**config.mk**
```make
export PLATFORM = sky130hd
export DESIGN_NAME = unary_operand_encoder
export DESIGN_NICKNAME = d
export VERILOG_FILES = /design/src/rtl/unary_pkg.sv /design/src/rtl/unary_sat_down_counter.sv /design/src/rtl/unary_operand_encoder.sv
export SDC_FILE = /design/constraint.sdc
export NUM_CORES = 1
export LEC_CHECK = 0
export CORE_MARGIN = 4
export CORE_UTILIZATION = 60
export DETAILED_ROUTE_END_ITERATION = 12
export DONT_BUFFER_PORTS = 1
export GPL_ROUTABILITY_DRIVEN = 0
export PLACE_DENSITY = 0.75
export REMOVE_ABC_BUFFERS = 1
export SYNTH_ARGS = -nofsm -noshare
export SYNTH_HDL_FRONTEND = slang
export SYNTH_SLANG_ARGS = --single-unit
```
**constraint.sdc**
```tcl
create_clock -name clk -period 2.5 [get_ports clk]
set_clock_uncertainty 0.1 [all_clocks]
set_input_delay 0.25 -clock clk [delete_from_list [all_inputs] [get_ports clk]]
set_output_delay 0.25 -clock clk [all_outputs]
set_load 0.01 [all_outputs]
```
**src/rtl/unary_pkg.sv**
```systemverilog
// Shared types and helpers for the unary operand encoder.
// Holds the sequencing state enum, the default operand ceiling and the
// small integer helpers used to clamp operands and size the beat counter.
package unary_pkg;

   typedef enum logic [2:0] {
      IDLE   = 3'd0,
      LOAD   = 3'd1,
      SETTLE = 3'd2,
      DRAIN  = 3'd3,
      DONE   = 3'd4
   } stateT;

   localparam int unsigned DEFAULT_MAX_VAL = 8;

   // Saturate a binary operand to the largest value the unary stream may carry.
   function automatic int unsigned clampToMax(input int unsigned value, input int unsigned maxVal);
      return (value > maxVal) ? maxVal : value;
   endfunction

   function automatic int unsigned maxOf(input int unsigned x, input int unsigned y);
      return (x > y) ? x : y;
   endfunction

endpackage

```
**src/rtl/unary_sat_down_counter.sv**
```systemverilog
// Saturating down counter for one operand of the unary encoder.
// Clamps the binary operand on load, decrements by one per enabled beat and
// parks at zero, so the owner can read "bits still to emit" directly.
module unary_sat_down_counter
   import unary_pkg::*;
#(
   parameter int unsigned WIDTH   = 4,
   parameter int unsigned MAX_VAL = DEFAULT_MAX_VAL
) (
   input  logic             clk,
   input  logic             rst,
   input  logic             load_i,
   input  logic [WIDTH-1:0] value_i,
   input  logic             dec_i,
   output logic [WIDTH-1:0] clampedVal_o,
   output logic             clamped_o,
   output logic [WIDTH-1:0] cnt_o,
   output logic             zero_o
);

   logic [WIDTH-1:0] cnt_q;
   logic [WIDTH-1:0] cnt_d;

   // The clamped view of the incoming operand is offered combinationally so the
   // owner can decide its first beat and the sticky saturation flag in the same
   // cycle the operand is accepted.
   always_comb begin
      clampedVal_o = WIDTH'(clampToMax(32'(value_i), MAX_VAL));
      clamped_o    = (32'(value_i) > MAX_VAL);
   end

   // Load wins over decrement; a decrement at zero is dropped so the count
   // never wraps back to the top of its range.
   always_comb begin
      cnt_d = cnt_q;
      if (load_i) begin
         cnt_d = clampedVal_o;
      end else if (dec_i && (cnt_q != '0)) begin
         cnt_d = cnt_q - WIDTH'(1);
      end
   end

   // Count register, cleared immediately by reset.
   always_ff @(posedge clk or posedge rst) begin
      if (rst) begin
         cnt_q <= '0;
      end else begin
         cnt_q <= cnt_d;
      end
   end

   assign cnt_o  = cnt_q;
   assign zero_o = (cnt_q == '0);

endmodule

```
**src/rtl/unary_operand_encoder.sv**
```systemverilog
// Upstream feeder for the unary adder stage.
// Accepts two binary operands, serialises them as unary bursts on A/B and
// steps the adder through load, settle and drain phases before pulsing done.
// Every output is a register whose next value is decided from the next state,
// so a beat computed at a clock edge is the one the adder sees in the
// following cycle.
module unary_operand_encoder
   import unary_pkg::*;
#(
   parameter int unsigned WIDTH         = 4,
   parameter int unsigned MAX_VAL       = DEFAULT_MAX_VAL,
   parameter int unsigned SETTLE_CYCLES = 1,
   parameter int unsigned DRAIN_CYCLES  = 9
) (
   input  logic             clk,
   input  logic             rst,
   input  logic             start,
   input  logic [WIDTH-1:0] a_val,
   input  logic [WIDTH-1:0] b_val,
   input  logic             stall,
   output logic             A,
   output logic             B,
   output logic             en,
   output logic             read_or_write,
   output logic             busy,
   output logic             sat,
   output logic             done
);

   // One beat counter times every phase, so it must hold the longest of them.
   localparam int unsigned BEAT_MAX = maxOf(maxOf(MAX_VAL, DRAIN_CYCLES), SETTLE_CYCLES);
   localparam int unsigned BEAT_W   = $clog2(BEAT_MAX + 1);

   localparam logic [BEAT_W-1:0] BEAT_ONE    = BEAT_W'(1);
   localparam logic [BEAT_W-1:0] SETTLE_LOAD = BEAT_W'(SETTLE_CYCLES);
   localparam logic [BEAT_W-1:0] DRAIN_LOAD  = BEAT_W'(DRAIN_CYCLES);

   stateT             state_q, state_d;
   logic [BEAT_W-1:0] beat_q, beat_d;

   logic a_q, a_d;
   logic b_q, b_d;
   logic en_q, en_d;
   logic rw_q, rw_d;
   logic busy_q, busy_d;
   logic sat_q, sat_d;
   logic done_q, done_d;

   logic             cntLoad;
   logic             cntDec;
   logic [WIDTH-1:0] clampedA, clampedB;
   logic             clampFlagA, clampFlagB;
   logic [WIDTH-1:0] cntA, cntB;
   logic             zeroA, zeroB;

   unary_sat_down_counter #(
      .WIDTH   (WIDTH),
      .MAX_VAL (MAX_VAL)
   ) counterA (
      .clk          (clk),
      .rst          (rst),
      .load_i       (cntLoad),
      .value_i      (a_val),
      .dec_i        (cntDec),
      .clampedVal_o (clampedA),
      .clamped_o    (clampFlagA),
      .cnt_o        (cntA),
      .zero_o       (zeroA)
   );

   unary_sat_down_counter #(
      .WIDTH   (WIDTH),
      .MAX_VAL (MAX_VAL)
   ) counterB (
      .clk          (clk),
      .rst          (rst),
      .load_i       (cntLoad),
      .value_i      (b_val),
      .dec_i        (cntDec),
      .clampedVal_o (clampedB),
      .clamped_o    (clampFlagB),
      .cnt_o        (cntB),
      .zero_o       (zeroB)
   );

   // Next-state and next-output decision. The operand counters hold the bits
   // still owed including the one on the wire, so the next beat is high only
   // while a counter is above one. A stall freezes state, beat count and
   // operand counters and blanks en/A/B while keeping the phase on
   // read_or_write. The phase lengths assume SETTLE_CYCLES and DRAIN_CYCLES
   // are both at least one.
   always_comb begin
      state_d = state_q;
      beat_d  = beat_q;
      cntLoad = 1'b0;
      cntDec  = 1'b0;
      a_d     = 1'b0;
      b_d     = 1'b0;
      en_d    = 1'b0;
      rw_d    = 1'b0;
      done_d  = 1'b0;
      sat_d   = sat_q;

      case (state_q)
         IDLE: begin
            if (start) begin
               cntLoad = 1'b1;
               sat_d   = clampFlagA | clampFlagB;
               en_d    = 1'b1;
               if ((clampedA == '0) && (clampedB == '0)) begin
                  state_d = SETTLE;
                  beat_d  = SETTLE_LOAD;
               end else begin
                  state_d = LOAD;
                  beat_d  = BEAT_W'(maxOf(32'(clampedA), 32'(clampedB)));
                  a_d     = (clampedA != '0);
                  b_d     = (clampedB != '0);
               end
            end
         end

         LOAD: begin
            if (!stall) begin
               cntDec = 1'b1;
               en_d   = 1'b1;
               if (beat_q <= BEAT_ONE) begin
                  state_d = SETTLE;
                  beat_d  = SETTLE_LOAD;
               end else begin
                  beat_d = beat_q - BEAT_ONE;
                  a_d    = !zeroA && (cntA != WIDTH'(1));
                  b_d    = !zeroB && (cntB != WIDTH'(1));
               end
            end
         end

         SETTLE: begin
            if (!stall) begin
               en_d = 1'b1;
               if (beat_q <= BEAT_ONE) begin
                  state_d = DRAIN;
                  beat_d  = DRAIN_LOAD;
                  rw_d    = 1'b1;
               end else begin
                  beat_d = beat_q - BEAT_ONE;
               end
            end
         end

         DRAIN: begin
            rw_d = 1'b1;
            if (!stall) begin
               if (beat_q <= BEAT_ONE) begin
                  state_d = DONE;
                  beat_d  = '0;
                  rw_d    = 1'b0;
                  done_d  = 1'b1;
               end else begin
                  beat_d = beat_q - BEAT_ONE;
                  en_d   = 1'b1;
               end
            end
         end

         DONE: begin
            state_d = IDLE;
            beat_d  = '0;
         end

         default: begin
            state_d = IDLE;
            beat_d  = '0;
         end
      endcase

      busy_d = (state_d != IDLE);
   end

   // State, beat counter and output registers; reset aborts any sequence at once.
   always_ff @(posedge clk or posedge rst) begin
      if (rst) begin
         state_q <= IDLE;
         beat_q  <= '0;
         a_q     <= 1'b0;
         b_q     <= 1'b0;
         en_q    <= 1'b0;
         rw_q    <= 1'b0;
         busy_q  <= 1'b0;
         sat_q   <= 1'b0;
         done_q  <= 1'b0;
      end else begin
         state_q <= state_d;
         beat_q  <= beat_d;
         a_q     <= a_d;
         b_q     <= b_d;
         en_q    <= en_d;
         rw_q    <= rw_d;
         busy_q  <= busy_d;
         sat_q   <= sat_d;
         done_q  <= done_d;
      end
   end

   assign A             = a_q;
   assign B             = b_q;
   assign en            = en_q;
   assign read_or_write = rw_q;
   assign busy          = busy_q;
   assign sat           = sat_q;
   assign done          = done_q;

endmodule
```
==> results.md <==
Timing:
- Headroom to the max-slew limit came out at 44.72%.
- The final setup violation count is 0.
- At the pin with the least slew margin, the transition time is ~830 ps.
- The routed design could run at a clock period as short as about 1900 ps.
- In the finished design, the share of the clock period the worst path needs comes to between 70% and 80%.
- The max-slew violation count is 0.
- The worst hold-check slack is around 0.015 ps.
- Setup repair after global routing left no endpoint under its margin.
- The hold violation count in the final report is 0.
- For this run, the top clock speed supported by timing is 516.8 MHz.
- Setup total negative slack on the finished layout was measured at 0 ps.
- The final worst slack is around 570 ps.

Worst hold path:
- The min-delay analysis places its worst path in the category in -> reg.
- The number of cells on the worst hold path is 2.
- The startpoint of the lowest-slack hold path is start.
- The path with the worst hold slack has its endpoint at busy$_DFF_PP0_.

Setup path:
- The critical path arrival is slightly above 2000 ps.
- Among the stages of the critical path, the cell type that occurs most often is sky130_fd_sc_hd__nor2_1.
- The number of buffers and inverters on the critical path is 1.
- The path depth of the worst reg2reg path is 7.
- The required time of the critical path is 2620 ps.
- The biggest fanout along the worst timing path is 6.
- On the critical path, the stage with the largest delay is an instance of sky130_fd_sc_hd__dfrtp_1.
- The worst setup path is of the reg -> reg kind.
- The startpoint identified for the worst register-to-register timing path is beat_q[0]$_DFFE_PP0P_.
- The launching element type of the critical path is a register.
- The slack of the worst reg-to-reg path is 570 ps.
- The cell type group with the largest total delay on the critical path is simple AND/OR/NAND/NOR gates.
- Walking the worst path, the cells encountered are inv_1, ha_1, nor2_1, or3_1, nor2_1, a21boi_0, o21ai_0.
- The delay of the slowest critical-path stage is roughly 450 ps.
- The endpoint identified for the worst register-to-register timing path is state_q[0]$_DFF_PP0_.
- STA classifies the critical path endpoint as a register.

Routing:
- The detailed router's first-iteration violation count is 40.
- The number of remaining DRC errors is 0.
- The via-per-instance ratio is 6.466.
- The routed layout has ~1.2k vias.
- The final layout contains routed wiring with a total length of a little under 3000 µm.
- The first detailed-routing pass took 5 iterations.
- After detailed routing, the average wire length per cell comes to between 15 and 20 µm.
- The detail route stage leaves a number of antenna-violating nets equal to 0.

GRT:
- The maximum number of pins on one net before global-route repair is 23.
- The first global-routing pass estimated around 5000 µm of wire.
- The total overflow reported by the global router is 0.
- The number of global-route vias before repair is between 1k and 1.5k.
- The initial antenna violation count is 0.
- The global-route total usage across every layer is 19.00%.

Pwr:
- For this design the ratio of total power to cell area is between 1000 and 1500 mW/mm².
- The static leakage power is 0.7065 nW.
- The maximum ir drop on the vdd rail is 670.3 µV.

Synthesis:
- The post-synthesis average cell area is slightly below 9 µm².
- In this run, synthesis inferred 0 flip-flops with an integrated enable.
- Ranked by total cell area, the synthesized netlist is headed by sky130_fd_sc_hd__dfrtp_1 (39%), sky130_fd_sc_hd__ha_1 (8.8%), sky130_fd_sc_hd__o21ai_0 (6.7%).
- The count of different cell masters after synthesis is 41.
- In this run the biggest area consumer among cell types represents about two fifths of the synthesized area.
- The Yosys warning count is 0.
- Of the synthesized area, sequential elements account for 38.73%.
- Synthesis handed over a netlist of about 160 instances.
- The summed instance area of the synthesized netlist is around 0.0014 mm².
- The most used flip-flop cell after synthesis is sky130_fd_sc_hd__dfrtp_1.
- The most area-hungry cell type in the Yosys netlist is sky130_fd_sc_hd__dfrtp_1.
- The proportion of register bits with asynchronous set or reset after synthesis is 100.0%.
- The post-synthesis sequential element count is 22.

Clock tree:
- TritonCTS built the clock tree.
- The tree built by TritonCTS fans out to 22 sinks.
- The number of buffers on the longest clock path is 2.
- The root buffer cell chosen for the clock tree is sky130_fd_sc_hd__clkbuf_4.
- CTS built an H-tree with a depth of 1.
- The clock slew at the register clock pins of the worst setup and hold paths is about 120 ps.
- The number of buffers inserted during clock tree synthesis is 3.
- The clock latency of the later-clocked register in the worst-skew pair is 300 ps.
- The buffer count from post-CTS setup fixing is 0.

Die:
- The number of ports placed on the die boundary is 19.
- The starting density of the core is between 60 and 70%.
- The site row count is 17.
- In this run the vertical extent of the chip is 56.67 µm.
- The total area inside the core boundary comes to approximately 0.0022 mm².
- From left edge to right edge, the die measures approximately 57 µm.
- The die footprint is ~0.0032 mm².

Layout:
- 0 antenna diodes ended up in the layout.
- The area growth from synthesis to layout is 7.659%.
- The top cell types in the final layout, fill and taps aside, are sky130_fd_sc_hd__dfrtp_1 (22), sky130_fd_sc_hd__o21ai_0 (19), sky130_fd_sc_hd__nor2_1 (15), sky130_fd_sc_hd__nand2_1 (14), sky130_fd_sc_hd__inv_1 (12).
- The most common library cell in the layout ignoring fill and taps is sky130_fd_sc_hd__dfrtp_1.
- The total number of nets in the final design is roughly 190.
- The share of cells above drive strength 1 is just over 7%.

Run:
- Max-cap violations in this run came to 0.

Placed design:
- The placement-stage worst setup slack is approximately 370 ps.
- Detailed placement ended at an HPWL of ~2300 µm.
- The port buffer count is 0.

Outcome:
- The flow ran to the end, and the final reports show no timing, DRC or antenna violations.
cell families (layout without fill, tap and decap cells):
kind of cell / after synthesis / count (layout) / share of synthesized area [%]
muxes: 5 / 5 / 3.521
xor gates and xnor gates: 2 / 2 / 1.233
and+or+nand+nor: 57 / 57 / 20.95
buffers and inverters: 16 / 22 / 4.489
AOI/OAI and AO/OA: 47 / 47 / 22.27
adders and majority gates: 10 / 10 / 8.803
DFF: 22 / 22 / 38.73
per-layer routing:
metal	vias up	global-route usage [%]	wire (µm)
li1	587	-	-
met1	597	22.98	1238
met2	58	33.83	1406
met3	6	4.368	254
met4	0	4.407	31
met5	-	0	0
where the power goes:
| group | switching, mW | internal [mW] | leakage [nW] |
|---|---|---|---|
| sequential | 0.152 | 0.503 | 0.271 |
| clock | 0.106 | 0.0888 | 0.0210 |
| combinational | 0.388 | 0.317 | 0.415 |
cells in the mapped netlist, types with 2 or more instances:
cell / count
sky130_fd_sc_hd__a21oi_1: 3
sky130_fd_sc_hd__a21o_1: 5
sky130_fd_sc_hd__nor4_1: 3
sky130_fd_sc_hd__ha_1: 10
sky130_fd_sc_hd__nand2b_1: 3
sky130_fd_sc_hd__nand2_1: 14
sky130_fd_sc_hd__o21ai_0: 19
sky130_fd_sc_hd__o31ai_1: 2
sky130_fd_sc_hd__or3_1: 2
sky130_fd_sc_hd__o221ai_1: 2
sky130_fd_sc_hd__nor3_1: 4
sky130_fd_sc_hd__mux2i_1: 5
sky130_fd_sc_hd__inv_1: 12
sky130_fd_sc_hd__a221o_1: 2
sky130_fd_sc_hd__nor2b_1: 8
sky130_fd_sc_hd__and4b_1: 2
sky130_fd_sc_hd__dfrtp_1: 22
sky130_fd_sc_hd__a31oi_1: 2
sky130_fd_sc_hd__nor2_1: 15
sky130_fd_sc_hd__buf_2: 3
cell type report:
class                      count  area (µm²)
fill                         166       703.2
multi-input combinational    121       813.3
sequential                    22       550.5
inverter                      12       45.04
timing repair buffer           6       50.05
clock buffer                   4       36.28
tap                           28       35.03
flip-flops by register name, summed over array words and instances (netlist names):
signal,flops
state_q,3
counterB.cnt_o,4
counterA.cnt_o,4
beat_q,4
sat,1
en,1
A,1
done,1
read_or_write,1
busy,1
B,1
worst max-delay path by stage:
stage | startpoint | endpoint | slack, ps | cells after the start
after floorplan | state_q[2]$_DFF_PP0_ | counterB.cnt_o[3]$_DFFE_PP0P_ | 200 | 4
after global placement | b_val[2] | beat_q[2]$_DFFE_PP0P_ | 530 | 8
after detailed placement | b_val[2] | beat_q[2]$_DFFE_PP0P_ | 370 | 8
after CTS | beat_q[0]$_DFFE_PP0P_ | state_q[0]$_DFF_PP0_ | 570 | 7
after global routing | beat_q[0]$_DFFE_PP0P_ | beat_q[0]$_DFFE_PP0P_ | 390 | 7
final | beat_q[0]$_DFFE_PP0P_ | state_q[0]$_DFF_PP0_ | 570 | 7
through the flow:
step	instance area (µm²)	instances	utilization (%)	total power [mW]
2_1_floorplan	1403	155	-	1.178
3_3_place_gp	1474	187	65.99	1.335
3_5_place_dp	1474	187	65.99	1.363
4_1_cts	1530	193	68.52	1.561
5_1_grt	1530	193	68.52	1.687
6_report	1530	193	68.52	1.555
repair_timing:
item	in CTS	in global routing
resized for setup	0	0
endpoints found under the setup margin	0	0
hold buffers	2	0
hold endpoints to repair	23	0
No activity file was read; power rests on OpenSTA's default activity.
